[src/rtl/mc_control_fsm.sv]
// Multicycle control FSM for the 8-bit CPU: fetch/decode/execute/memory/writeback sequencing.
// Optional JZ instruction (opcode 110) enabled by defining CTRL_JZ_EN; otherwise 110 is a NOP.
module mc_control_fsm #(
    parameter int MEM_TIMEOUT = 15
) (
    input  logic       clk,
    input  logic       rst,
    input  logic [2:0] opcode,
    input  logic       zero,
    input  logic       mem_ready,
    output logic       mem_req,
    output logic       mem_we,
    output logic       addr_sel,
    output logic       ir_write,
    output logic       pc_inc,
    output logic       pc_load,
    output logic [2:0] alu_op,
    output logic       alu_b_sel,
    output logic       alu_out_write,
    output logic       mdr_write,
    output logic       reg_write,
    output logic       wb_sel,
    output logic       halted,
    output logic       mem_err
);

    typedef enum logic [2:0] {
        S_FETCH  = 3'd0,
        S_DECODE = 3'd1,
        S_EXEC   = 3'd2,
        S_MEM    = 3'd3,
        S_WB     = 3'd4,
        S_HALT   = 3'd5
    } state_t;

    localparam logic [2:0] OP_LD  = 3'b100;
    localparam logic [2:0] OP_ST  = 3'b101;
    localparam logic [2:0] OP_JZ  = 3'b110;
    localparam logic [2:0] OP_HLT = 3'b111;
    localparam logic [7:0] TMO    = 8'(MEM_TIMEOUT);

    state_t     state, state_next;
    logic [7:0] tmo_cnt;
    logic       zero_flag;
    logic       zf_capture;
    logic       tmo_hit;
    logic       rdy;
    logic       is_alu;

    // A reset cycle must not commit any memory-completion strobe.
    assign rdy    = mem_ready & ~rst;
    assign is_alu = ~opcode[2];

    always_ff @(posedge clk) begin
        if (rst) begin
            state     <= S_FETCH;
            zero_flag <= 1'b0;
            mem_err   <= 1'b0;
            tmo_cnt   <= 8'd0;
        end else begin
            state <= state_next;
            if (zf_capture)
                zero_flag <= zero;
            if (tmo_hit)
                mem_err <= 1'b1;
            // Any state change restarts the wait window for the next transfer.
            if (state_next != state)
                tmo_cnt <= 8'd0;
            else if (mem_req && !mem_ready)
                tmo_cnt <= tmo_cnt + 8'd1;
        end
    end

    always_comb begin
        state_next    = state;
        mem_req       = 1'b0;
        mem_we        = 1'b0;
        addr_sel      = 1'b0;
        ir_write      = 1'b0;
        pc_inc        = 1'b0;
        pc_load       = 1'b0;
        alu_op        = 3'b000;
        alu_b_sel     = 1'b0;
        alu_out_write = 1'b0;
        mdr_write     = 1'b0;
        reg_write     = 1'b0;
        wb_sel        = 1'b0;
        halted        = 1'b0;
        zf_capture    = 1'b0;
        tmo_hit       = 1'b0;

        case (state)
            S_FETCH: begin
                mem_req = 1'b1;
                if (rdy) begin
                    ir_write   = 1'b1;
                    pc_inc     = 1'b1;
                    state_next = S_DECODE;
                end else if (tmo_cnt == TMO) begin
                    tmo_hit    = 1'b1;
                    state_next = S_HALT;
                end
            end

            S_DECODE: begin
                if (opcode == OP_HLT)
                    state_next = S_HALT;
                else if (opcode == OP_JZ)
`ifdef CTRL_JZ_EN
                    state_next = S_EXEC;
`else
                    state_next = S_FETCH;
`endif
                else
                    state_next = S_EXEC;
            end

            S_EXEC: begin
                if (is_alu) begin
                    alu_op        = opcode;
                    alu_out_write = 1'b1;
                    zf_capture    = 1'b1;
                    state_next    = S_WB;
                end else if (opcode == OP_LD || opcode == OP_ST) begin
                    alu_b_sel     = 1'b1;
                    alu_out_write = 1'b1;
                    state_next    = S_MEM;
`ifdef CTRL_JZ_EN
                end else if (opcode == OP_JZ) begin
                    // Branch target is the ALU-out value left by the previous instruction.
                    alu_b_sel     = 1'b1;
                    alu_out_write = 1'b1;
                    pc_load       = zero_flag;
                    state_next    = S_FETCH;
`endif
                end else begin
                    state_next = S_FETCH;
                end
            end

            S_MEM: begin
                mem_req  = 1'b1;
                addr_sel = 1'b1;
                mem_we   = (opcode == OP_ST);
                if (rdy) begin
                    if (opcode == OP_LD) begin
                        mdr_write  = 1'b1;
                        state_next = S_WB;
                    end else begin
                        state_next = S_FETCH;
                    end
                end else if (tmo_cnt == TMO) begin
                    tmo_hit    = 1'b1;
                    state_next = S_HALT;
                end
            end

            S_WB: begin
                reg_write  = 1'b1;
                wb_sel     = (opcode == OP_LD);
                state_next = S_FETCH;
            end

            S_HALT: begin
                halted = 1'b1;
            end

            default: begin
                state_next = S_FETCH;
            end
        endcase
    end

endmodule

[config.mk]
export PLATFORM = sky130hd
export DESIGN_NAME = mc_control_fsm
export DESIGN_NICKNAME = d
export VERILOG_FILES = /design/src/rtl/mc_control_fsm.sv
export SDC_FILE = /design/constraint.sdc
export NUM_CORES = 1
export LEC_CHECK = 0
export BUFFER_PORTS_ARGS = -buffer_cell sky130_fd_sc_hd__buf_4
export CORE_MARGIN = 1
export CORE_UTILIZATION = 45
export DETAILED_ROUTE_END_ITERATION = 8
export PLACE_DENSITY_LB_ADDON = 0.1
export SYNTH_ARGS = -nofsm -noshare
export SYNTH_HDL_FRONTEND = slang
export SYNTH_SLANG_ARGS = --single-unit
[constraint.sdc]
create_clock -name clk -period 1.75 [get_ports clk]
set_clock_uncertainty 0.2 [all_clocks]
set_input_delay 0 -clock clk [delete_from_list [all_inputs] [get_ports clk]]
set_output_delay 0 -clock clk [all_outputs]
set_load 0.03 [all_outputs]
==> impl_metrics.env <==
export IMPL_grt_pass1_vias=805
export IMPL_drv_slew=0
export IMPL_critPathKind="register to register"
export IMPL_die_y_um=45.5
export IMPL_gp_congestion=0.875
export IMPL_synth_cell_types=40
export IMPL_core_mm2=0.00175
export IMPL_gr_usage_all_layers_pct=24.7
export IMPL_dieArea_mm2=0.00207
export IMPL_synthArstFlopShare_pct=0
export IMPL_grt_overflow_total=0
export IMPL_status="finished, violations left"
export IMPL_worst_setup_path_end_kind="register"
export IMPL_drt_iter0_markers=20
export IMPL_hpwl_mm=1.64
export IMPL_hp_class="input port to primary output"
export IMPL_syn_inst=102
export IMPL_synth_avg_cell_area_um2=8.34
export IMPL_yosysTopAreaCellShare_pct=28.2
export IMPL_final_nets=154
export IMPL_timing_critical_path_arrival_ns=1.79
export IMPL_p_leak_nw=0.562
export IMPL_violations="negative setup slack"
export IMPL_synthTopCellsByArea="dfxtp_1 28%, nor3_1 8.2%, xor2_1 6.2%"
export IMPL_fin_crit_sh_pct=103
export IMPL_vdd_drop_max_mv=0.482
export IMPL_final_layout_size_suffix_gt1_share_pct=54.5
export IMPL_ys_flop_type="dfxtp_1"
export IMPL_dr_pass1_iters=4
export IMPL_ant_nets=0
export IMPL_startpoint_type="register"
export IMPL_vias_per_cell=5.48
export IMPL_clock_latency_ns=0.27
export IMPL_slowest_delay_ns=0.34
export IMPL_ios=23
export IMPL_final_cell_count_no_fill=170
export IMPL_fin_crit_ns=1.80
export IMPL_powerDensity_mw_per_mm2=540
export IMPL_cp_slowest_cell="dfxtp_2"
export IMPL_vias=931
export IMPL_worst_path_buf_inv=2
export IMPL_placedCellCount=159
export IMPL_hold_viol=0
export IMPL_synth_edf_count=0
export IMPL_fmax_mhz=555
export IMPL_whs_ns=0.134
export IMPL_ys_seq_elements=12
export IMPL_antenna_found_initial=0
export IMPL_start_util_pct=48.7
export IMPL_post_route_worst_setup_slack_ns=-0.0522
export IMPL_synth_seq_area_share_pct=28.2
export IMPL_required_ns=1.74
export IMPL_wire_per_inst_um=14.9
export IMPL_wirelength_mm=2.54
export IMPL_n_antenna_cell=0
export IMPL_ctsHtreeMaxLevel=1
export IMPL_cts_buffers=3
export IMPL_cts_tree="done"
export IMPL_synth_area_leader_cell="dfxtp_1"
export IMPL_total_power_uw=762
export IMPL_clockRootBuffer="clkbuf_4"
export IMPL_port_buffers=19
export IMPL_grt_start_max_net_pins=9
export IMPL_rsz0062_at_grt="yes"
export IMPL_cts_sinks=12
export IMPL_grt_pass1_wl_mm=3.66
export IMPL_cp_max_fo=8
export IMPL_maxCapViolCount=0
export IMPL_area_growth_pct=65.7
export IMPL_setup_violations=8
export IMPL_crit_family="simple AND/OR/NAND/NOR gates"
export IMPL_synthesis_area_um2=851
export IMPL_path_cells="ha_4 > nand4b_1 > nor4_2 > buf_4 > buf_6 > a211oi_4 > nor2_4 > nor3_1"
export IMPL_drc_errors=0
export IMPL_synth_warning_count=0
export IMPL_cts_buffer_depth=2
export IMPL_die_w_um=45.5
export IMPL_std_cell_rows=15
export IMPL_cts_clk_slew_worst_paths_ns=0.07
## per-layer routing
layer  routed length (um)  up-vias  GRT usage [%]
met2                 1210       26           35.7
met3                   68        4           3.57
li1                     -      455              -
met1                 1230      446           38.1
met4                   20        0           5.45
met5                    0        -              0
## cell usage after synthesis, drive strengths merged, types with 3 or more instances
cell type and number:
o21ai 3, xor2 7, buf 7, nor2 9, a21oi 5, nand4 3, inv 4, nor3 15
nand2 6, nor4 3, nand2b 3, dfxtp 12
## cell usage in the layout, fill, tap and decap left out, types with 3 or more instances in the layout
cell and n:
dlygate4sd3_1 4, buf_4 37, dfxtp_4 3, nor2_4 3, nand2b_1 3, clkbuf_4 3
buf_6 4, nor3_1 5, dfxtp_1 7, nor2_1 5, nand2_1 6, a21oi_1 5
inv_1 4, nor3_2 10, xor2_1 6
## repair_timing
action	CTS	global route
pin swaps	10	5
hold buffers	2	2
hold endpoints to repair	12	1
setup buffers	3	0
resized for setup	20	18
setup endpoints to repair	12	13
## state kept, by name, indices dropped and copies added, names as in the netlist
name     cells
tmo_cnt      8
state        3
mem_err      1
## power by group
part           total [mW]  leakage [nW]  switching [mW]  internal [mW]
sequential          0.295         0.100          0.0151          0.280
combinational       0.255         0.441           0.148          0.107
clock               0.211        0.0210          0.0849          0.126
## layout make-up
type                       count  area, um2
sequential                    12        254
tap                           25       31.3
multi-input combinational     80        711
timing repair buffer          45        363
fill                         106        335
inverter                       4       15.0
clock buffer                   4       36.3
## per-stage QoR
step / setup slack (ns) / setup TNS, ns / utilization, % / area [um2]
floorplan: -0.112 / -0.132 / - / 871
global placement: -0.0819 / -0.625 / 65.2 / 1140
detailed placement: -0.116 / -0.895 / 65.2 / 1140
CTS: -0.0245 / -0.0764 / 75.1 / 1310
global route: -0.165 / -0.941 / 80.8 / 1410
finish: -0.0522 / -0.195 / 80.8 / 1410
## kinds of logic after synthesis
group | count (synthesis) | share of synthesized area [%]
flip-flops | 12 | 28.2
XOR/XNOR | 8 | 10.4
other | 1 | 0.441
adder cells (fa/ha/maj) | 1 | 1.47
AO/OA/AOI/OAI | 18 | 15.6
AND/OR/NAND/NOR | 50 | 35.1
multiplexers | 1 | 1.18
buffers and inverters | 11 | 7.50
## worst reg2reg max path, cell delays in order (launching register included)
cell and delay (ns):
dfxtp_2 0.34, ha_4 0.16, nand4b_1 0.10, nor4_2 0.05, buf_4 0.16, buf_6 0.12
a211oi_4 0.27, nor2_4 0.11, nor3_1 0.20
## worst paths after layout
kind / start / endpoint / slack, ns / depth (start not counted)
min reg2reg: state[2]$_SDFF_PP0_ / state[1]$_SDFF_PP0_ / 0.28 / 1
max reg2reg: tmo_cnt[0]$_SDFFE_PP0P_ / tmo_cnt[2]$_SDFFE_PP0P_ / -0.05 / 8
max: tmo_cnt[0]$_SDFFE_PP0P_ / tmo_cnt[2]$_SDFFE_PP0P_ / -0.05 / 8
min: opcode[2] / alu_out_write / 0.13 / 3
No activity file was read; power rests on OpenSTA's default activity.
